--- config.mk ---
export PLATFORM = sky130hd
export DESIGN_NAME = fifo_rd_stream
export DESIGN_NICKNAME = d
export VERILOG_FILES = /design/src/rtl/fifo_rd_stream.sv
export SDC_FILE = /design/constraint.sdc
export NUM_CORES = 1
export LEC_CHECK = 0
export ABC_AREA = 0
export ABC_CLOCK_PERIOD_IN_PS = 2500
export BUFFER_PORTS_ARGS = -buffer_cell sky130_fd_sc_hd__buf_2
export CORE_MARGIN = 1.5
export CORE_UTILIZATION = 54
export DETAILED_ROUTE_END_ITERATION = 10
export GPL_TIMING_DRIVEN = 0
export PLACE_DENSITY = 0.78
export SYNTH_ARGS = -nofsm -noshare
export SYNTH_HDL_FRONTEND = slang
export SYNTH_SLANG_ARGS = --single-unit
--- constraint.sdc ---
create_clock -name rclk -period 2.5 [get_ports rclk]
set_clock_uncertainty 0.15 [all_clocks]
set_input_delay 0.125 -clock rclk [delete_from_list [all_inputs] [get_ports rclk]]
set_output_delay 0.125 -clock rclk [all_outputs]
set_load 0.05 [all_outputs]
--- src/rtl/fifo_rd_stream.sv ---
// Drains a zero-latency FIFO into a valid/ready stream in fixed-length bursts,
// through a 2-entry skid buffer so that a stalled consumer never loses a word.
module fifo_rd_stream #(
    parameter int DATA_WIDTH = 8,
    parameter int BURST_LEN  = 4,
    parameter int CNT_WIDTH  = 16
) (
    input  logic                  rclk,
    input  logic                  rrst_n,
    input  logic                  enable,
    input  logic                  fifo_empty,
    input  logic [DATA_WIDTH-1:0] fifo_data,
    output logic                  fifo_r_en,
    output logic [DATA_WIDTH-1:0] m_data,
    output logic                  m_valid,
    output logic                  m_last,
    input  logic                  m_ready,
    output logic                  busy,
    output logic [CNT_WIDTH-1:0]  word_count
);

    localparam int BC_W = (BURST_LEN > 1) ? $clog2(BURST_LEN) : 1;
    localparam logic [BC_W-1:0] BC_LAST = BC_W'(BURST_LEN - 1);

    typedef enum logic [1:0] {
        ST_IDLE  = 2'd0,
        ST_BURST = 2'd1,
        ST_DRAIN = 2'd2
    } state_t;

    state_t                state_r, state_nxt_s;
    logic [1:0]            occ_r, occ_nxt_s;
    logic [DATA_WIDTH-1:0] head_data_r, head_data_nxt_s;
    logic [DATA_WIDTH-1:0] tail_data_r, tail_data_nxt_s;
    logic                  head_last_r, head_last_nxt_s;
    logic                  tail_last_r, tail_last_nxt_s;
    logic [BC_W-1:0]       burst_cnt_r, burst_cnt_nxt_s;
    logic [CNT_WIDTH-1:0]  word_count_r;
    logic                  m_valid_r;
    logic                  busy_r;
    logic                  pop_s;
    logic                  xfer_s;
    logic                  last_tag_s;

    // Pop and transfer qualification from the occupancy held at cycle start.
    always_comb begin
        pop_s      = 1'b0;
        xfer_s     = 1'b0;
        last_tag_s = 1'b0;
        if ((state_r != ST_IDLE) && !fifo_empty && (occ_r < 2'd2)) begin
            pop_s = 1'b1;
        end else begin
            pop_s = 1'b0;
        end
        if ((occ_r != 2'd0) && m_ready) begin
            xfer_s = 1'b1;
        end else begin
            xfer_s = 1'b0;
        end
        if (burst_cnt_r == BC_LAST) begin
            last_tag_s = 1'b1;
        end else begin
            last_tag_s = 1'b0;
        end
    end

    // Skid buffer next state: push at tail, pop at head, order preserved.
    always_comb begin
        occ_nxt_s       = occ_r;
        head_data_nxt_s = head_data_r;
        head_last_nxt_s = head_last_r;
        tail_data_nxt_s = tail_data_r;
        tail_last_nxt_s = tail_last_r;
        case ({pop_s, xfer_s})
            2'b10: begin
                occ_nxt_s = occ_r + 2'd1;
                if (occ_r == 2'd0) begin
                    head_data_nxt_s = fifo_data;
                    head_last_nxt_s = last_tag_s;
                end else begin
                    tail_data_nxt_s = fifo_data;
                    tail_last_nxt_s = last_tag_s;
                end
            end
            2'b01: begin
                occ_nxt_s       = occ_r - 2'd1;
                head_data_nxt_s = tail_data_r;
                head_last_nxt_s = tail_last_r;
            end
            2'b11: begin
                if (occ_r == 2'd1) begin
                    head_data_nxt_s = fifo_data;
                    head_last_nxt_s = last_tag_s;
                end else begin
                    head_data_nxt_s = tail_data_r;
                    head_last_nxt_s = tail_last_r;
                    tail_data_nxt_s = fifo_data;
                    tail_last_nxt_s = last_tag_s;
                end
            end
            default: begin
                occ_nxt_s = occ_r;
            end
        endcase
    end

    // Burst position advances only on an actual pop.
    always_comb begin
        burst_cnt_nxt_s = burst_cnt_r;
        if (pop_s) begin
            if (last_tag_s) begin
                burst_cnt_nxt_s = {BC_W{1'b0}};
            end else begin
                burst_cnt_nxt_s = burst_cnt_r + BC_W'(1);
            end
        end else begin
            burst_cnt_nxt_s = burst_cnt_r;
        end
    end

    // FSM next state; leaving BURST looks at the count after this cycle's pop
    // so a word popped as enable drops still gets its full burst.
    always_comb begin
        state_nxt_s = state_r;
        case (state_r)
            ST_IDLE: begin
                if (enable) begin
                    state_nxt_s = ST_BURST;
                end else begin
                    state_nxt_s = ST_IDLE;
                end
            end
            ST_BURST: begin
                if (enable) begin
                    state_nxt_s = ST_BURST;
                end else if (burst_cnt_nxt_s == {BC_W{1'b0}}) begin
                    state_nxt_s = ST_IDLE;
                end else begin
                    state_nxt_s = ST_DRAIN;
                end
            end
            ST_DRAIN: begin
                if (pop_s && last_tag_s) begin
                    state_nxt_s = enable ? ST_BURST : ST_IDLE;
                end else begin
                    state_nxt_s = ST_DRAIN;
                end
            end
            default: begin
                state_nxt_s = ST_IDLE;
            end
        endcase
    end

    // State register.
    always_ff @(posedge rclk or negedge rrst_n) begin
        if (!rrst_n) begin
            state_r <= ST_IDLE;
        end else begin
            state_r <= state_nxt_s;
        end
    end

    // Datapath, counters and registered status outputs.
    always_ff @(posedge rclk or negedge rrst_n) begin
        if (!rrst_n) begin
            occ_r        <= 2'd0;
            head_data_r  <= {DATA_WIDTH{1'b0}};
            head_last_r  <= 1'b0;
            tail_data_r  <= {DATA_WIDTH{1'b0}};
            tail_last_r  <= 1'b0;
            burst_cnt_r  <= {BC_W{1'b0}};
            word_count_r <= {CNT_WIDTH{1'b0}};
            m_valid_r    <= 1'b0;
            busy_r       <= 1'b0;
        end else begin
            occ_r        <= occ_nxt_s;
            head_data_r  <= head_data_nxt_s;
            head_last_r  <= head_last_nxt_s;
            tail_data_r  <= tail_data_nxt_s;
            tail_last_r  <= tail_last_nxt_s;
            burst_cnt_r  <= burst_cnt_nxt_s;
            word_count_r <= xfer_s ? (word_count_r + CNT_WIDTH'(1)) : word_count_r;
            m_valid_r    <= (occ_nxt_s != 2'd0);
            busy_r       <= (state_nxt_s != ST_IDLE) || (occ_nxt_s != 2'd0);
        end
    end

    assign fifo_r_en  = pop_s;
    assign m_data     = head_data_r;
    assign m_last     = head_last_r;
    assign m_valid    = m_valid_r;
    assign busy       = busy_r;
    assign word_count = word_count_r;

endmodule
### After elaboration in Yosys (flattened, before gate mapping)

Cells that the tools add are included.

| word-level totals | value |
|---|---|
| bits in latches | 0 |
| bits in writable memories | 0 |
| output and inout bits | 28 |
| word-level logic and storage cells | 65 |
| memory bits (read-only) | 0 |
| register bits | 42 |
| memories kept | 0 |
| input port bits | 13 |

| cells by class | value |
|---|---|
| shifts and indexed selects | 0 |
| reductions and logical operators | 17 |
| equality and inequality tests | 10 |
| muxes and demuxes | 23 |
| multipliers | 0 |
| add/sub/neg operators | 4 |
| $lt $le $gt $ge | 1 |
| bitwise operators | 0 |
| div/mod/pow operators | 0 |

Operators with widths:

| operator | count |
|---|---|
| 8-bit two-way mux | 4 |
| 8-bit case mux with 3 select lines | 1 |
| 16-bit by 1-bit adder with 16-bit output (second input constant) | 1 |
| 8-bit case mux with 2 select lines | 1 |
| 2-bit two-way mux | 5 |
| 2-bit nonzero test | 5 |
| 2-bit == test (second input constant) | 4 |
| 1-bit two-way mux | 8 |
| 2-bit by 1-bit == test with 1-bit output (second input constant) | 3 |
| 2-bit zero test | 3 |
| 2-bit inequality test (second input constant) | 3 |
| 2-bit case mux with 3 select lines | 1 |
| 2-bit by 1-bit adder with 2-bit output (second input constant) | 2 |
| 1-bit logical AND | 4 |
| 2-bit case mux with 2 select lines | 1 |
| 1-bit case mux with 3 select lines | 1 |
| 3-bit AND reduction | 1 |
| 3-bit nonzero test | 1 |
| 2-bit less-than comparator (second input constant) | 1 |
| 1-bit case mux with 2 select lines | 1 |
| 2-bit AND reduction | 1 |
| 2-bit by 1-bit subtractor with 2-bit output (second input constant) | 1 |
| 1-bit zero test | 1 |
| 1-bit logical OR | 1 |

### Longest topological paths before layout

| logic depth | value |
|---|---|
| word-level depth | 11 |
| gate-level depth with buffers | 11 |
| mapped depth without buffers | 9 |

### Least setup slack after synthesis

No wires, ideal clock.

| timing | value |
|---|---|
| path type | register -> register |
| start point | register state_r[1] |
| end point | register tail_data_r[0] |
| library setup time | 0.128 ns |
| buffers on the path | 1 |
| stages on the path, launching flop included | 7 |
| clock period less this slack | 2.529 ns |
| data required time | 2.222 ns |
| data arrival time | 2.251 ns |
| setup slack | -0.029 ns |
| cell sequence | dfrtp_1 > nor2_2 > nor3_2 > ha_1 > o211a_1 > buf_2 > mux2_1 |

| between the ends | value |
|---|---|
| longest elaborated chain between the ends | 7 |
| elaborated cells between the ends (all ways) | 11 |
| classes of those cells | 4 x eq/ne; 2 x mux; 5 x reduce/logical |

RTL lines:

| element | RTL line | text |
|---|---|---|
| from (decl) | 31 | `state_t state_r, state_nxt_s;` |
| from (signal assigned) | 160 | `state_r <= state_nxt_s;` |
| 2-bit nonzero test (*) | 50 | `if ((state_r != ST_IDLE) && !fifo_empty && (occ_r < 2'd2)) begin` |
| 1-bit logical AND (*) (2 in a row) | 50 |  |
| 1-bit two-way mux (*) | 50 |  |
| named net fifo_r_en | 13 | `output logic fifo_r_en,` |
| 2-bit == test | 74 | `case ({pop_s, xfer_s})` |
| 2-bit inequality test (no source line) / 2-bit nonzero test (equally long branches) | -- |  |
| 3-bit AND reduction (no source line) | -- |  |
| to (signal assigned) | 170 | `tail_data_r <= {DATA_WIDTH{1'b0}};` |
| to (signal assigned) | 180 | `tail_data_r <= tail_data_nxt_s;` |
| to (decl) | 34 | `logic [DATA_WIDTH-1:0] tail_data_r, tail_data_nxt_s;` |

The timed path passes the listed nets; every way through them passes the cells marked *.
A chain may end at the register's enable or synchronous reset.

### Worst setup path after layout

| timing | value |
|---|---|
| start point | register occ_r[1] |
| end point | register head_data_r[2], in the netlist m_data[2] |

| between the ends | value |
|---|---|
| longest elaborated chain between the ends | 6 |
| elaborated cells between the ends (all ways) | 16 |
| classes of those cells | 1 x order compare; 5 x eq/ne; 4 x mux; 6 x reduce/logical |

RTL lines:

| element | RTL line | text |
|---|---|---|
| from (decl) | 32 | `logic [1:0] occ_r, occ_nxt_s;` |
| from (signal assigned) | 177 | `occ_r <= occ_nxt_s;` |
| 2-bit nonzero test (*) | 55 | `if ((occ_r != 2'd0) && m_ready) begin` |
| 1-bit logical AND (*) | 55 |  |
| 1-bit two-way mux (*) | 55 |  |
| named net xfer_s | 42 | `logic xfer_s;` |
| 2-bit == test / 2-bit by 1-bit == test with 1-bit output (equally long branches) | 74 |  |
| 2-bit inequality test (no source line) / 3-bit nonzero test (equally long branches) | -- |  |
| 2-bit AND reduction (no source line) | -- |  |
| to (signal assigned) | 168 | `head_data_r <= {DATA_WIDTH{1'b0}};` |
| to (signal assigned) | 178 | `head_data_r <= head_data_nxt_s;` |
| to (decl) | 33 | `logic [DATA_WIDTH-1:0] head_data_r, head_data_nxt_s;` |

Marked as above.

==> run summary <==
Sequential area share after synthesis = 0.510
Syn_nets = 194
Antenna-violating nets left = 0
Most frequent cell after synthesis = dfrtp_1
GRT Util Overall = 0.217
Top cell type by total area after synthesis = dfrtp_1
Vias post-DR = 1501
Setup CP Type = flop to flop
Hold path startpoint = fifo_empty
Reg2reg end = m_data[2]
First DRT Iteration DRCs = 48
CP endpoint kind = flop
Final Hold Fails = 0
Synth Register Bits = 42
Routed WL = 4110 um
Worst VDD drop = 0.000556 V
Max incr delay on CP = 0.45 ns
Largest net degree at the start of global routing = 43
H-tree depth = 2
R2R Setup Slk = 0.13 ns
Post-CTS setup buffer count = 0
Worst-skew pair later-pin latency = 0.29 ns
Initial antenna violation count = 0
Final period util = 0.949
Wire length per cell = 14.6 um
Worst-Margin Slew = 0.893 ns
Final Setup Violations = 0
Num CTS Buffers = 5
Synthesized instance count = 174
Max Fclk = 422 MHz
Area contributors post-synth = dfrtp_1 51%, mux2_1 6.0%, a21oi_2 4.3%
NumNets Final = 252
R2R depth = 11
Root Buffer = clkbuf_8
Post-synthesis async set-or-reset flop share = 1.00
Ys Warns = 0
Dpl hpwl = 2850 um
Slowest CP cell = dfrtp_2
IO Pins = 41
TNS Setup = 0 ns
Worst hold path class = input port to flop
Hold path depth = 3
Drt first pass iters = 4
Clock sink total = 42
RSZ-0062 raised after global routing = false
WP data arrival = 2.41 ns
Area Overhead vs Synth = 23.7%
First-pass GRT wire length = 6780 um
Crit-path max FO = 11
Synth top area share = 0.510
Number of remaining DRC errors = 0
Die ar. = 4190 sq um
Std-Cell Rows = 22
Number of global-route vias before repair = 1458
Synth cell count leaders = 42 x dfrtp_1, 15 x nand2_1, 12 x nor2_1
RePlAce Congestion = 0.741
Startpoint Class = flop
Avg Cell Area, Syn = 11.8 sq um
CP Data Required Time = 2.53 ns
Vias/cell = 5.34
CTS tree = built
Grt total ovfl = 0
CTS clk-pin slew, worst paths = 0.07 ns
DIE HEIGHT = 64.8 um
Reg-to-reg startpoint = occ_r[1]
Hold Path End = burst_cnt_r[0]
Max_cap viols = 0
Cells along the critical path = inv_1 -> ha_2 -> nand2b_4 -> inv_2 -> buf_6 -> ha_1 -> nor2b_1 -> o21a_1 -> buf_2 -> a22oi_1 -> a21oi_2
Initial Util = 0.563
Cell variety after synth = 41
Minimum clock period = 2.37 ns
Layout cells sized above 1 = 0.335
Pwr Density = 1230 nW/um^2
Slew Limit Headroom = 0.405
Post-synth EDFFs = 0
Core area = 3660 sq um
Die Span X = 64.8 um
Port buffer count = 40
Total leakage power = 1.22 nW
Max Slew Vio Count = 0
Ant diodes = 0
Clock tree buffer depth = 2
Status = finished clean
Fin util = 0.696
Post-Synthesis Cell Area = 2060 sq um
Top FF cell, synth = dfrtp_1
==> worst max path at each step <==
| stage | from | end | cells past startpoint |
|---|---|---|---|
| final | occ_r[1] | m_data[2] | 11 |
| after global routing | occ_r[1] | m_data[1] | 11 |
| after CTS | occ_r[1] | tail_data_r[7] | 10 |
| after detailed placement | occ_r[1] | tail_data_r[7] | 10 |
| after global placement | occ_r[1] | tail_data_r[3] | 10 |
| after floorplan | state_r[1] | tail_data_r[0] | 6 |
==> cells by family after synthesis <==
family,after synthesis,share of synthesized area
AO/OA/AOI/OAI,33,0.126
XOR/XNOR,15,0.0638
adder cells (fa/ha/maj),7,0.0425
buffers and inverters,10,0.0346
flip-flops,42,0.510
multiplexers,12,0.0656
AND/OR/NAND/NOR,55,0.157
==> routing by layer <==
layer / GRT usage / part of all wire
met5: 0 / 0
met2: 0.366 / 0.51
met3: 0.0590 / 0.040
met4: 0.0718 / 0.015
met1: 0.269 / 0.44
==> worst max-delay path: cells and delay by family (launching register included) <==
kind,cells,cell delay [ns]
DFF,1,0.45
AOI/OAI and AO/OA,3,0.44
adders and majority gates,2,0.44
buffers and inverters,4,0.49
and+or+nand+nor,2,0.28
==> flip-flops by register name, summed over array words and instances, names as in the netlist <==
name / count
m_last: 1
word_count: 16
tail_last_r: 1
m_valid: 1
burst_cnt_r: 2
m_data: 8
tail_data_r: 8
busy: 1
state_r: 2
occ_r: 2
==> metrics by stage <==
stage	cells	power, mW	instance area, sq um	hold WS (ns)	setup WS (ns)
after floorplan	174	2.31	2070	-0.321	0.261
after global placement	262	2.59	2330	0.137	0.134
after global routing	281	3.33	2550	0.106	0.00290
after detailed placement	262	2.66	2330	0.163	0.0625
final	281	3.13	2550	0.0954	0.128
after CTS	281	3.12	2530	0.0845	0.0388
==> report_power, final <==
part           internal [mW]  switching [mW]  total (mW)  leakage, nW
clock                  0.222           0.217       0.440       0.0482
combinational          0.547            1.00        1.55        0.657
sequential             0.933           0.206        1.14        0.519
==> cell type report <==
class	count	area, sq um
buffer	5	58.8
clock buffer	7	86.3
clock inverter	1	5.00
fill	279	1110
inverter	5	18.8
multi-input combinational	122	956
sequential	42	1050
tap	48	60.1
timing repair buffer	51	310
==> placed cells by master, fill, tap and decap left out, drive strengths merged <==
cell type     n
or2           1
mux2         12
buf          45
dlygate4sd3  11
o211a         1
o22ai         1
o21a          2
nand2b        1
a21boi        1
nand3b        1
o21bai        1
a211o         1
nor2         15
or4b          1
ha            7
nor2b         1
and4          2
o21ai         3
a22oi         9
clkbuf        7
nand4         6
or2b          1
and3          5
a2bb2oi       1
a31o          1
nor3          2
nand2        15
clkinv        1
dfrtp        42
xor2          5
xnor2        10
nand3         3
a21oi        10
and2          1
inv           5
o31ai         2
==> repair_timing <==
item	4_1_cts	5_1_grt
resized for setup	0	7
hold endpoints to repair	54	0
endpoints found under the setup margin	0	17
hold buffers	11	0
Power figures use the tool's default switching activity.
